===== config.mk =====
export PLATFORM = sky130hd
export DESIGN_NAME = fetch_unit
export DESIGN_NICKNAME = d
export VERILOG_FILES = /design/src/rtl/fetch_unit.sv
export SDC_FILE = /design/constraint.sdc
export NUM_CORES = 1
export LEC_CHECK = 0
export BUFFER_PORTS_ARGS = -buffer_cell sky130_fd_sc_hd__buf_2
export CAP_MARGIN = 20
export CORE_ASPECT_RATIO = 0.7
export CORE_MARGIN = 10
export CORE_UTILIZATION = 30
export CTS_CLUSTER_SIZE = 12
export DETAILED_ROUTE_END_ITERATION = 10
export GPL_TIMING_DRIVEN = 0
export PLACE_DENSITY = 0.51
export SYNTH_ARGS = -nofsm -noshare
export SYNTH_HDL_FRONTEND = slang
export SYNTH_SLANG_ARGS = --single-unit

===== constraint.sdc =====
create_clock -name clk -period 4 [get_ports clk]
set_input_delay 0.4 -clock clk [delete_from_list [all_inputs] [get_ports clk]]
set_output_delay 0.4 -clock clk [all_outputs]
set_load 0.05 [all_outputs]

===== src/rtl/fetch_unit.sv =====
// Instruction-fetch stage: owns the fetch PC, issues one imem request at a time,
// skids a returned word while decode is stalled, and applies delayed-branch redirects.
module fetch_unit #(
    parameter logic [31:0] RESET_PC = 32'h0000_0000
) (
    input  logic        clk,
    input  logic        rst_n,
    input  logic        stall,
    input  logic        jmp_sig,
    input  logic [31:0] jmp_addr,
    output logic        imem_req,
    output logic [31:0] imem_addr,
    input  logic        imem_ack,
    input  logic [31:0] imem_data,
    output logic [31:0] ir,
    output logic [31:0] pc,
    output logic        ir_valid
);

    typedef enum logic [0:0] {
        StFetch,
        StBuf
    } state_e;

    state_e      state_q, state_d;
    logic [31:0] fpc_q, fpc_d;
    logic [31:0] buf_ir_q, buf_ir_d;
    logic [31:0] tgt_q, tgt_d;
    logic        tgt_pend_q, tgt_pend_d;
    logic [31:0] ir_q, ir_d;
    logic [31:0] pc_q, pc_d;
    logic        ir_valid_q, ir_valid_d;
    logic        req_q, req_d;

    logic        acc;
    logic        redir;
    logic        load;
    logic [31:0] fpc_inc;
    logic [31:0] next_pc;
    logic [31:0] load_word;

    // IF/ID may take a new instruction when it is empty or decode is consuming it.
    assign acc     = !ir_valid_q || !stall;
    // A branch in IF/ID only redirects in the cycle decode actually consumes it.
    assign redir   = ir_valid_q && !stall && jmp_sig;
    assign fpc_inc = fpc_q + 32'd4;

    // Decide whether an instruction enters IF/ID and where the following fetch goes.
    always_comb begin
        load      = 1'b0;
        load_word = imem_data;
        if (state_q == StFetch) begin
            load      = imem_ack && acc;
            load_word = imem_data;
        end else begin
            load      = acc;
            load_word = buf_ir_q;
        end

        // The entering word is the delay slot of any branch consumed now, so the
        // branch target becomes the address after it.
        if (redir) begin
            next_pc = jmp_addr;
        end else if (tgt_pend_q) begin
            next_pc = tgt_q;
        end else begin
            next_pc = fpc_inc;
        end
    end

    // Next-state for the fetch FSM, skid buffer, pending target and IF/ID.
    always_comb begin
        state_d    = state_q;
        fpc_d      = fpc_q;
        buf_ir_d   = buf_ir_q;
        tgt_d      = tgt_q;
        tgt_pend_d = tgt_pend_q;
        ir_d       = ir_q;
        pc_d       = pc_q;
        ir_valid_d = ir_valid_q;

        if (load) begin
            ir_d       = load_word;
            pc_d       = fpc_inc;
            ir_valid_d = 1'b1;
            fpc_d      = next_pc;
            state_d    = StFetch;
            if (!redir) begin
                tgt_pend_d = 1'b0;
            end
        end else if (acc) begin
            // Decode drained IF/ID but nothing arrived: bubble, and remember any
            // redirect until the delay slot shows up.
            ir_valid_d = 1'b0;
            if (redir) begin
                tgt_d      = jmp_addr;
                tgt_pend_d = 1'b1;
            end
        end

        // Word returned while decode is stalled: park it, fpc keeps pointing at it.
        if ((state_q == StFetch) && imem_ack && !acc) begin
            buf_ir_d = imem_data;
            state_d  = StBuf;
        end

        req_d = (state_d == StFetch);
    end

    // State registers with synchronous active-low reset.
    always_ff @(posedge clk) begin
        if (!rst_n) begin
            state_q    <= StFetch;
            fpc_q      <= RESET_PC;
            buf_ir_q   <= 32'd0;
            tgt_q      <= 32'd0;
            tgt_pend_q <= 1'b0;
            ir_q       <= 32'd0;
            pc_q       <= 32'd0;
            ir_valid_q <= 1'b0;
            req_q      <= 1'b1;
        end else begin
            state_q    <= state_d;
            fpc_q      <= fpc_d;
            buf_ir_q   <= buf_ir_d;
            tgt_q      <= tgt_d;
            tgt_pend_q <= tgt_pend_d;
            ir_q       <= ir_d;
            pc_q       <= pc_d;
            ir_valid_q <= ir_valid_d;
            req_q      <= req_d;
        end
    end

    assign imem_req  = req_q;
    assign imem_addr = fpc_q;
    assign ir        = ir_q;
    assign pc        = pc_q;
    assign ir_valid  = ir_valid_q;

endmodule


After elaboration in Yosys (flattened, before gate mapping)
Cells that the tools add are included.
Word-level totals
  bits in registers: 164
  input bits: 69
  output and inout port bits: 98
  word-level logic and storage cells: 39
Operators by class
  add/subtract/negate cells: 1
  eq/ne operators: 1
  muxes and demuxes: 12
  bitwise logic cells: 3
  reduce and logical (&&, ||, !) cells: 13
Operator list (number)
  $mux W32: 3
  $add A32 B3 Y32 const B: 1
  $mux W1: 9
  $reduce_and A3 Y1: 2
  $logic_and A1 B1 Y1: 5
  $reduce_bool A2 Y1: 2
  $logic_not A1 Y1: 3
  $not A1 Y1: 3
  $ne A2 B2 Y1 const B: 1
  $logic_or A1 B1 Y1: 1

Logic depth before layout (Yosys ltp)
Gate-level depths: netlist (run 1).
  word-level depth: 7
  mapped depth: 7
  mapped depth without buffers: 6

Worst setup path after synthesis (run 1)
Ideal clock, no wire load.
  path type: reg-to-reg
  start point: register fpc_q[2], in the netlist imem_addr[2]
  end point: register fpc_q[28], in the netlist imem_addr[28]
  data arrival time: 2.433 ns
  path slack: 1.503 ns
  cell stages (with the launch flop): 8
  path buffers: 1
  period minus slack after synthesis: 2.497 ns
  path through: dfxtp_1 ha_1 and3_1 clkbuf_1 nand2_1 or3_4 or4b_1 nand3_1
Between the ends
  word-level cells in the longest chain between the ends: 3
RTL lines
  from (decl): line 26  | logic [31:0] fpc_q, fpc_d;
  from (signal assigned): line 124  | fpc_q <= fpc_d;
  $add A32 B3 Y32: line 46  | assign fpc_inc = fpc_q + 32'd4;
  $mux W32: line 64  | end else if (tgt_pend_q) begin
  $mux W32: line 62  | if (redir) begin
No other way between the ends.
A chain may end at the register's enable or synchronous reset.

Worst setup path after layout (run 1)
  start point: register state_q
  end point: register ir_q[29], in the netlist ir[29]
Between the ends
  word-level cells in the longest chain between the ends: 1
RTL lines
  from (decl): line 25  | state_e state_q, state_d;
  from (signal assigned): line 113  | state_q <= StFetch;
  from (signal assigned): line 123  | state_q <= state_d;
  $mux W32 / $mux W1 (equally long branches): line 52  | if (state_q == StFetch) begin
  to (signal assigned): line 128  | ir_q <= ir_d;
  to (decl): line 30  | logic [31:0] ir_q, ir_d;
Parallel ways exist; a longest one is shown, timed or not.

==> impl_metrics.env, run 1 <==
export IMPL_status="finished clean"
export IMPL_tns_ns=0
export IMPL_io_pins=167
export IMPL_cts_hold_buffers=0
export IMPL_die_width_um=206
export IMPL_cts_root_buf="clkbuf_16"
export IMPL_ir_worst_vdd_uv=303
export IMPL_cts_resized=0
export IMPL_synth_ff_type="dfxtp_1"
export IMPL_hold_end="buf_ir_q[22]"
export IMPL_path_cells="clkbuf_1 -> a2bb2oi_1 -> clkbuf_1 -> clkbuf_1 -> a211oi_1"
export IMPL_path_class="reg -> reg"
export IMPL_combinationalPowerShare_pct=16.8
export IMPL_synth_seq_area_share_pct=45.0
export IMPL_r2r_start="state_q"
export IMPL_final_cells=1421
export IMPL_cap_violations=0
export IMPL_power_frac_seq_pct=42.4
export IMPL_hold_violations=0
export IMPL_core_um2=23800
export IMPL_critPathLaunch="state_q"
export IMPL_ys_types=60
export IMPL_startpoint_type="flop"
export IMPL_die_area_um2=31000
export IMPL_synthArstFlopShare_pct=0
export IMPL_numPortBuffers=165
export IMPL_clock_latency_ns=0.44
export IMPL_cts_tree="yes"
export IMPL_dp_hpwl_mm=22.1
export IMPL_tightest_slew_ns=0.884
export IMPL_synth_edff_count=0
export IMPL_leakage_nw=3.41
export IMPL_dr_first_iter_drc_count=580
export IMPL_swShare_pct=30.8
export IMPL_gr_total_overflow=0
export IMPL_crit_top_cell="clkbuf_1"
export IMPL_period_needed_ns=2.70
export IMPL_clock_fmax_ghz=0.370
export IMPL_synthesis_nets=976
export IMPL_powerDensity_nw_per_um2=460
export IMPL_cts_max_level=4
export IMPL_maxSlewHeadroom_pct=40.9
export IMPL_holdPathStages=3
export IMPL_critPathArrivalTime_ns=2.98
export IMPL_endpoint_kind="flop"
export IMPL_syn_area_um2=7290
export IMPL_cpLargestDelayFamily="buffers and inverters"
export IMPL_drc=0
export IMPL_vias=7392
export IMPL_finalWirelength_mm=29.5
export IMPL_min_delay_start="imem_data[22]"
export IMPL_grt_pass1_vias=7079
export IMPL_wl_per_cell_um=20.7
export IMPL_postCtsSetupBuffers=0
export IMPL_switchingPower_mw=1.29
export IMPL_rsz0062_at_grt="no"
export IMPL_antenna_found_initial=4
export IMPL_p_int_mw=2.90
export IMPL_finalSetupViolCount=0
export IMPL_rrSetupSlack_ns=1.30
export IMPL_power_frac_clock_pct=40.8
export IMPL_die_h_um=150
export IMPL_synth_top_area_share_pct=45.0
export IMPL_place_inst=1389
export IMPL_grt_max_degree=17
export IMPL_cp_num_buf_inv=3
export IMPL_syn_inst=906
export IMPL_place_gp_congestion=0.888
export IMPL_yosys_warnings=0
export IMPL_dr_pass1_iters=5
export IMPL_synth_top_cells_by_area="dfxtp_1 (45%), nand2_1 (9.1%), a21oi_1 (8.2%)"
export IMPL_final_period_utilization_pct=67.6
export IMPL_cts_buffers=17
export IMPL_area_growth_pct=25.0
export IMPL_worst_path_stages=5
export IMPL_grt_total_usage_pct=18.7
export IMPL_max_stage_delay_ns=0.71
export IMPL_maxSlewViolCount=0
export IMPL_std_cell_rows=47
export IMPL_synth_area_leader_cell="dfxtp_1"
export IMPL_start_util_pct=30.7
export IMPL_hp_class="in -> reg"
export IMPL_synth_area_per_cell_um2=8.05
export IMPL_r2r_worst_path_cells=5
export IMPL_path_max_fanout=10
export IMPL_final_nets=1160
export IMPL_fin_util_pct=38.3
export IMPL_cp_required_ns=4.27
export IMPL_grt_pass1_wl_mm=43.9
export IMPL_layout_drive_gt1_share_pct=19.2
export IMPL_vias_per_cell=5.20
export IMPL_cts_max_path_buffers=2
export IMPL_nFillCells=2608
export IMPL_fin_skew_ns=0.0109
export IMPL_cts_sinks=164
export IMPL_drtAntennaViolNets=0
export IMPL_synth_seq_cells=164
export IMPL_worstReg2RegEnd="ir[29]"
export IMPL_slowest_stage="clkbuf_1"
export IMPL_clk_pin_slew_ns=0.07
[stage by stage]
stage               hold slack, ns  cell area, µm²  power, mW  setup WS (ns)
floorplan                    0.432            7290       2.27           1.50
global placement             0.438            8510       2.51           1.24
detailed placement           0.444            8510       2.52           1.22
CTS                          0.187            9110       4.24           1.21
global route                 0.202            9110       4.36          0.938
finish                       0.201            9110       4.19           1.30
[cell type report]
| type | count | area, µm² | area share, % |
|---|---|---|---|
| multi-input combinational | 659 | 3690 | 40.5 |
| sequential | 164 | 3280 | 36.0 |
| timing repair buffer | 165 | 826 | 9.06 |
| clock buffer | 22 | 464 | 5.10 |
| tap | 318 | 398 | 4.37 |
| buffer | 75 | 292 | 3.20 |
| clock inverter | 9 | 129 | 1.41 |
| inverter | 8 | 30.0 | 0.330 |
| antenna | 1 | 2.50 | 0.0275 |
[power by group through the flow]
stage	sequential (mW)	clock [mW]	combinational, mW
final	1.78	1.71	0.704
after global routing	1.79	1.82	0.752
after CTS	1.78	1.76	0.706
after detailed placement	1.81	0	0.704
after global placement	1.81	0	0.703
after floorplan	2.04	0	0.230
[synth_stat cells, drive strengths merged (5+ instances only)]
library cell and n:
dfxtp 164, xnor2 11, o21ai 46, inv 8, xor2 16, buf 12, nor4 8, or3 6
nor2 60, nand2 177, clkbuf 63, o21a 5, nand3 33, a211oi 48, nand4 14, mux2i 33
a21oi 120, a31oi 10, and3 9, nor3 8
[worst max-delay path by stage]
stage / to / slack (ns)
after CTS: ir[29] / 1.21
after global placement: ir[25] / 1.24
after floorplan: imem_addr[28] / 1.50
after detailed placement: ir[26] / 1.22
after global routing: ir[23] / 0.94
final: ir[29] / 1.30
[worst min-delay path: stages]
cell and delay (ns):
buf_2 0.10, nand2_1 0.05, a21oi_1 0.05
[per-layer routing]
| metal | vias to the layer above | share of wire [%] | GRT usage (%) |
|---|---|---|---|
| li1 | 3585 | - | - |
| met1 | 3496 | 49 | 27.1 |
| met2 | 276 | 41 | 26.1 |
| met3 | 29 | 8.8 | 5.90 |
| met4 | 6 | 0.84 | 4.62 |
| met5 | - | 0.14 | 0 |
[registers in the layout, summed over array words and instances (netlist names)]
name / cells
imem_req: 1
pc: 32
tgt_pend_q: 1
imem_addr: 32
buf_ir_q: 32
ir_valid: 1
tgt_q: 32
state_q: 1
ir: 32
[layout by cell type (no fill, tap or decap), drive strengths merged, types with 4 or more instances in the layout]
cell | Yosys | layout
xor2 | 16 | 16
dfxtp | 164 | 164
mux2i | 33 | 33
and3 | 9 | 9
clkbuf | 63 | 85
nor3b | 4 | 4
nand2 | 177 | 177
nor2 | 60 | 60
a211oi | 48 | 48
inv | 8 | 8
nand3 | 33 | 33
nand4 | 14 | 14
nor3 | 8 | 8
a31oi | 10 | 10
o221a | 4 | 4
or3 | 6 | 6
xnor2 | 11 | 11
buf | 12 | 177
o21a | 5 | 5
a21oi | 120 | 120
o211ai | 4 | 4
nor4 | 8 | 8
clkinv | 0 | 4
o21ai | 46 | 46
[cell families (layout without fill, tap and decap cells)]
group	count (synthesis)	count (layout)	share of synthesized area, %
mux	34	34	4.69
flops	164	164	45.0
other cells	0	1	0
compound gates	265	265	22.0
xor+xnor	27	27	3.24
fa+ha+maj	1	1	0.172
simple gates	332	332	20.5
buf+inv	83	279	4.41
Power figures use the tool's default switching activity.
==> inputs of run 2 (changes only) <==
--- a/config.mk
+++ b/config.mk
@@ -5,6 +5,7 @@
 export SDC_FILE = /design/constraint.sdc
 export NUM_CORES = 1
 export LEC_CHECK = 0
+export ABC_AREA = 1
 export BUFFER_PORTS_ARGS = -buffer_cell sky130_fd_sc_hd__buf_2
 export CAP_MARGIN = 20
 export CORE_ASPECT_RATIO = 0.7
==> constraint.sdc (replaced) <==
create_clock -name clk -period 2.7 [get_ports clk]
set_input_delay 0.27 -clock clk [delete_from_list [all_inputs] [get_ports clk]]
set_output_delay 0.27 -clock clk [all_outputs]
set_load 0.05 [all_outputs]
==> run 2 against run 1 <==
Clock-buffer cell count decreased by 5; critical endpoint is now imem_addr[16]; largest cell class unchanged; flip-flop and latch count stayed put; die area up 2.9%.
==> impl_metrics.env, run 2 <==
export IMPL_nFillCells=2682
export IMPL_fin_util_pct=38.0
export IMPL_powerDensity_nw_per_um2=674
export IMPL_final_cell_mix="nand2_1 (304), buf_2 (183), dfxtp_1 (164), nor2_1 (116), a21oi_1 (114)"
export IMPL_cap_violations=0
export IMPL_maxSlewViolCount=0
export IMPL_holdPathStages=3
export IMPL_drc=0
export IMPL_clk_pin_slew_ns=0.08
export IMPL_finalWirelength_mm=29.1
export IMPL_drtAntennaViolNets=0
export IMPL_fin_skew_ns=0.0156
export IMPL_min_delay_start="jmp_addr[6]"
export IMPL_vias=7711
export IMPL_period_needed_ns=2.05
export IMPL_grt_pass1_vias=7180
export IMPL_die_width_um=209
export IMPL_cp_required_ns=3.08
export IMPL_grt_pass1_wl_mm=44.7
export IMPL_yosysMostFrequentCell="nand2_1"
export IMPL_cts_sinks=164
export IMPL_synth_seq_cells=164
export IMPL_std_cell_rows=48
export IMPL_regArea_um2=3280
export IMPL_numPortBuffers=166
export IMPL_clock_fmax_ghz=0.488
export IMPL_ir_worst_vdd_uv=424
export IMPL_ys_types=37
export IMPL_cts_root_buf="clkbuf_16"
export IMPL_die_area_um2=31900
export IMPL_synthArstFlopShare_pct=0
export IMPL_p_int_mw=4.24
export IMPL_tns_ns=0
export IMPL_cts_max_level=4
export IMPL_core_um2=24700
export IMPL_die_h_um=153
export IMPL_cts_buffers=17
export IMPL_path_max_fanout=7
export IMPL_dp_hpwl_mm=22.6
export IMPL_r2r_start="imem_addr[2]"
export IMPL_wl_per_cell_um=18.3
export IMPL_maxSlewHeadroom_pct=55.2
export IMPL_dr_first_iter_drc_count=593
export IMPL_multi_input_area_um2=3610
export IMPL_power_frac_seq_pct=41.9
export IMPL_cts_hold_buffers=0
export IMPL_synth_area_leader_cell="dfxtp_1"
export IMPL_syn_area_um2=7530
export IMPL_postCtsSetupBuffers=0
export IMPL_area_growth_pct=24.6
export IMPL_worstReg2RegEnd="imem_addr[16]"
export IMPL_critPathArrivalTime_ns=2.43
export IMPL_rsz0062_at_grt="no"
export IMPL_rrSetupSlack_ns=0.65
export IMPL_syn_inst=1067
export IMPL_grt_total_usage_pct=18.0
export IMPL_synth_top_cells_by_area="dfxtp_1 (44%), nand2_1 (15%), a21oi_1 (7.6%)"
export IMPL_start_util_pct=30.5
export IMPL_tightest_slew_ns=0.672
export IMPL_switchingPower_mw=2.09
export IMPL_io_pins=167
export IMPL_synth_top_area_share_pct=43.6
export IMPL_synthTopCellsByCount="nand2_1 (304), dfxtp_1 (164), nor2_1 (116)"
export IMPL_cts_max_path_buffers=2
export IMPL_layout_drive_gt1_share_pct=21.7
export IMPL_antenna_found_initial=3
export IMPL_combinationalPowerShare_pct=17.2
export IMPL_gr_total_overflow=0
export IMPL_status="finished clean"
export IMPL_hold_end="tgt_q[6]"
export IMPL_cts_tree="yes"
export IMPL_layout_commonest_cell="nand2_1"
export IMPL_startpoint_type="flop"
export IMPL_r2r_worst_path_cells=9
export IMPL_endpoint_kind="flop"
export IMPL_hp_class="in -> reg"
export IMPL_synth_edff_count=0
export IMPL_synth_ff_type="dfxtp_1"
export IMPL_vias_per_cell=4.84
export IMPL_dr_pass1_iters=5
export IMPL_leakage_nw=4.23
export IMPL_synth_seq_area_share_pct=43.6
export IMPL_final_nets=1322
export IMPL_yosys_warnings=0
export IMPL_final_period_utilization_pct=75.8
export IMPL_clock_latency_ns=0.45
export IMPL_path_class="reg -> reg"
export IMPL_synth_area_per_cell_um2=7.06
export IMPL_swShare_pct=33.0
export IMPL_grt_max_degree=18
export IMPL_power_frac_clock_pct=40.9
export IMPL_place_gp_congestion=0.885
export IMPL_synthesis_nets=1137
export IMPL_finalSetupViolCount=0
export IMPL_hold_violations=0
export IMPL_cts_resized=0
==> run 2: stage by stage <==
step           total power, mW  cell area (µm²)  worst slack (ns)  cells  hold slack, ns
3_3_place_gp              3.79             8770             0.728   1558           0.454
5_1_grt                   6.58             9380             0.395   1590          0.0632
6_report                  6.33             9390             0.653   1592          0.0693
2_1_floorplan             3.43             7530             0.737   1067           0.405
3_5_place_dp              3.80             8770             0.697   1558           0.456
4_1_cts                   6.38             9380             0.670   1590          0.0473
==> run 2: metal layers <==
metal  global-route usage (%)  vias up  wire [µm]
met2                     24.6      251      11600
li1                         -     3838          -
met4                     3.89        0        251
met5                        0        -          0
met1                     26.6     3602      14800
met3                     5.24       20       2490
==> run 2: power groups by stage <==
stage / Sequential [mW] / Combinational [mW] / Clock, mW
2_1_floorplan: 3.05 / 0.385 / 0
3_3_place_gp: 2.71 / 1.09 / 0
3_5_place_dp: 2.71 / 1.09 / 0
4_1_cts: 2.65 / 1.09 / 2.63
5_1_grt: 2.67 / 1.18 / 2.73
6_report: 2.65 / 1.09 / 2.59
==> run 2: how the worst max path moves through the flow <==
| stage | from | endpoint | slack [ns] | cells after the start |
|---|---|---|---|---|
| 2_1_floorplan | imem_addr[2] | imem_addr[26] | 0.74 | 10 |
| 3_3_place_gp | imem_addr[2] | pc[16] | 0.73 | 10 |
| 3_5_place_dp | imem_addr[2] | pc[16] | 0.70 | 10 |
| 4_1_cts | imem_addr[2] | pc[16] | 0.67 | 10 |
| 5_1_grt | imem_addr[2] | imem_addr[16] | 0.40 | 9 |
| 6_report | imem_addr[2] | imem_addr[16] | 0.65 | 9 |
==> run 2: cell type report <==
type | count | area share [%]
plain buffers | 70 | 4.24
multi-input cells | 769 | 38.4
clock inverters | 15 | 1.99
flip-flops and latches | 164 | 35.0
clock buffers | 17 | 4.53
repair buffers | 166 | 8.85
diodes | 2 | 0.0533
inverters | 64 | 2.61
well taps | 325 | 4.33
==> run 2: critical path: stages (launching register included) <==
cell and delay (ns):
dfxtp_1 0.47, ha_1 0.24, nand2_2 0.08, nor2_4 0.15, nand2_1 0.23, o21ai_0 0.23, nand2_1 0.18, o21ai_0 0.20
nand2_1 0.07, a21oi_1 0.14
==> run 2: cells by family (layout without fill, tap and decap cells) <==
group	count (synthesis)	in the layout	synth area share (%)
other	0	2	0
AOI/OAI and AO/OA	273	273	19.3
xor gates and xnor gates	14	14	1.83
buffers and inverters	134	332	8.54
and+or+nand+nor	481	481	26.6
DFF	164	164	43.6
adders and majority gates	1	1	0.166
==> inputs of run 3 (changes only) <==
==> constraint.sdc (replaced) <==
create_clock -name clk -period 2.01 [get_ports clk]
set_input_delay 0.201 -clock clk [delete_from_list [all_inputs] [get_ports clk]]
set_output_delay 0.201 -clock clk [all_outputs]
set_load 0.05 [all_outputs]
==> run 3 against run 2 <==
Clock power up 34%; register-to-register slack got worse by 0.53 ns; largest power group unchanged; critical path type unchanged; non-clock buffer count rose by 9; critical path depth is 1 higher.
==> impl_metrics.env, run 3 (synthesized netlist as in run 2, its figures left out) <==
export IMPL_finalSetupViolCount=0
export IMPL_holdWs_ns=0.0186
export IMPL_maxSlewHeadroom_pct=54.9
export IMPL_dr_first_iter_drc_count=617
export IMPL_tns_ns=0
export IMPL_leakage_nw=4.28
export IMPL_die_h_um=153
export IMPL_grt_max_degree=18
export IMPL_grt_busiest_layer="met1"
export IMPL_critPathArrivalTime_ns=2.26
export IMPL_post_place_ws_ns=0.00748
export IMPL_grt_pass1_vias=7212
export IMPL_dp_hpwl_mm=22.6
export IMPL_power_frac_clock_pct=40.8
export IMPL_cap_violations=0
export IMPL_gr_total_overflow=0
export IMPL_cts_buffers=17
export IMPL_powerDensity_nw_per_um2=897
export IMPL_layout_commonest_cell="nand2_1"
export IMPL_path_max_fanout=5
export IMPL_endpoint_kind="flop"
export IMPL_use_met1_pct=26.7
export IMPL_io_pins=167
export IMPL_final_cell_mix="nand2_1 (301), buf_2 (183), dfxtp_1 (162), nor2_1 (116), a21oi_1 (114)"
export IMPL_swShare_pct=33.0
export IMPL_place_gp_congestion=0.885
export IMPL_area_growth_pct=26.1
export IMPL_vias_per_cell=4.83
export IMPL_met3_usage_pct=5.14
export IMPL_switchingPower_mw=2.81
export IMPL_cts_max_level=4
export IMPL_path_class="reg -> reg"
export IMPL_grt_pass1_wl_mm=44.8
export IMPL_cts_tree="yes"
export IMPL_rrSetupSlack_ns=0.12
export IMPL_hold_violations=0
export IMPL_final_period_utilization_pct=94.0
export IMPL_final_nets=1331
export IMPL_die_width_um=209
export IMPL_total_power_mw=8.52
export IMPL_clock_fmax_ghz=0.529
export IMPL_postCtsSetupBuffers=0
export IMPL_tightest_slew_ns=0.676
export IMPL_period_needed_ns=1.89
export IMPL_antenna_found_initial=2
export IMPL_clk_pin_slew_ns=0.08
export IMPL_cts_max_path_buffers=2
export IMPL_vias=7732
export IMPL_grt_total_usage_pct=18.0
export IMPL_final_cell_area_um2=9500
export IMPL_placed_area_um2=8770
export IMPL_std_cell_rows=48
export IMPL_startpoint_type="flop"
export IMPL_combinationalPowerShare_pct=17.3
export IMPL_cts_root_buf="clkbuf_16"
export IMPL_layout_drive_gt1_share_pct=22.2
export IMPL_dr_pass1_iters=5
export IMPL_cts_sinks=164
export IMPL_hp_class="in -> reg"
export IMPL_p_int_mw=5.71
export IMPL_die_area_um2=31900
export IMPL_status="finished clean"
export IMPL_drtAntennaViolNets=0
export IMPL_clock_latency_ns=0.44
export IMPL_met2_usage_pct=24.6
export IMPL_setup_slack_ns=0.120
export IMPL_cp_required_ns=2.38
export IMPL_core_um2=24700
export IMPL_finalWirelength_mm=29.2
export IMPL_drc=0
export IMPL_start_util_pct=30.5
export IMPL_wl_per_cell_um=18.2
export IMPL_fin_skew_ns=0.0162
export IMPL_ir_worst_vdd_uv=566
export IMPL_numPortBuffers=166
export IMPL_maxSlewViolCount=0
export IMPL_power_frac_seq_pct=41.9
==> run 3: cell count changes in the layout (fill, tap and decap cells not counted), moves of 2 or more <==
cell and change:
clkbuf_1 -3, nand2_2 +3, clkbuf_2 +2, xor2_1 -2
xor2_2 +2, dfxtp_1 -2, dfxtp_2 +2, nand2_1 -3
dlygate4sd3_1 +9
==> run 3: timing repair <==
action | CTS | global route
gates resized for setup | 1 | 12
hold buffers | 9 | 0
endpoints found under the hold margin | 9 | 0
setup endpoints to repair | 3 | 18
==> run 3: metal layers <==
metal | vias up | wire (µm)
met5 | - | 0
met2 | 243 | 11700
met3 | 18 | 2400
li1 | 3859 | -
met4 | 0 | 230
met1 | 3612 | 14900
==> run 3: final cells by class <==
type,count,area (µm²)
plain buffers,70,400
clock buffers,17,425
inverters,64,245
repair buffers,175,921
fillers,2683,15200
diodes,1,2.50
multi-input cells,769,3630
clock inverters,15,186
well taps,325,407
flip-flops and latches,164,3290
==> run 3: power groups by stage <==
stage | registers (mW) | logic, mW | clock network, mW
global placement | 3.64 | 1.46 | 0
CTS | 3.56 | 1.48 | 3.54
detailed placement | 3.64 | 1.46 | 0
finish | 3.57 | 1.48 | 3.48
global route | 3.59 | 1.61 | 3.66
floorplan | 4.10 | 0.518 | 0
==> run 3: final timing paths <==
check | startpoint | to | cells after the start
setup / recovery | imem_addr[9] | imem_addr[22] | 10
setup reg to reg | imem_addr[9] | imem_addr[22] | 10
hold reg to reg | buf_ir_q[14] | ir[14] | 2
hold / removal | jmp_addr[5] | tgt_q[5] | 3
==> run 3: critical path, cell delays in order, from the launching register on <==
cell and delay (ns):
dfxtp_1 0.47, nand2_1 0.25, nor2_2 0.19, nand2_4 0.14
nor2_4 0.21, nand3b_1 0.09, nand2_1 0.13, nand2_1 0.09
nand2_1 0.06, nand2_1 0.04, a21oi_1 0.11
==> run 3: metrics by stage <==
stage,util [%],cells
global route,38.5,1599
CTS,38.4,1599
detailed placement,35.5,1558
finish,38.5,1600
global placement,35.5,1558
floorplan,-,1067
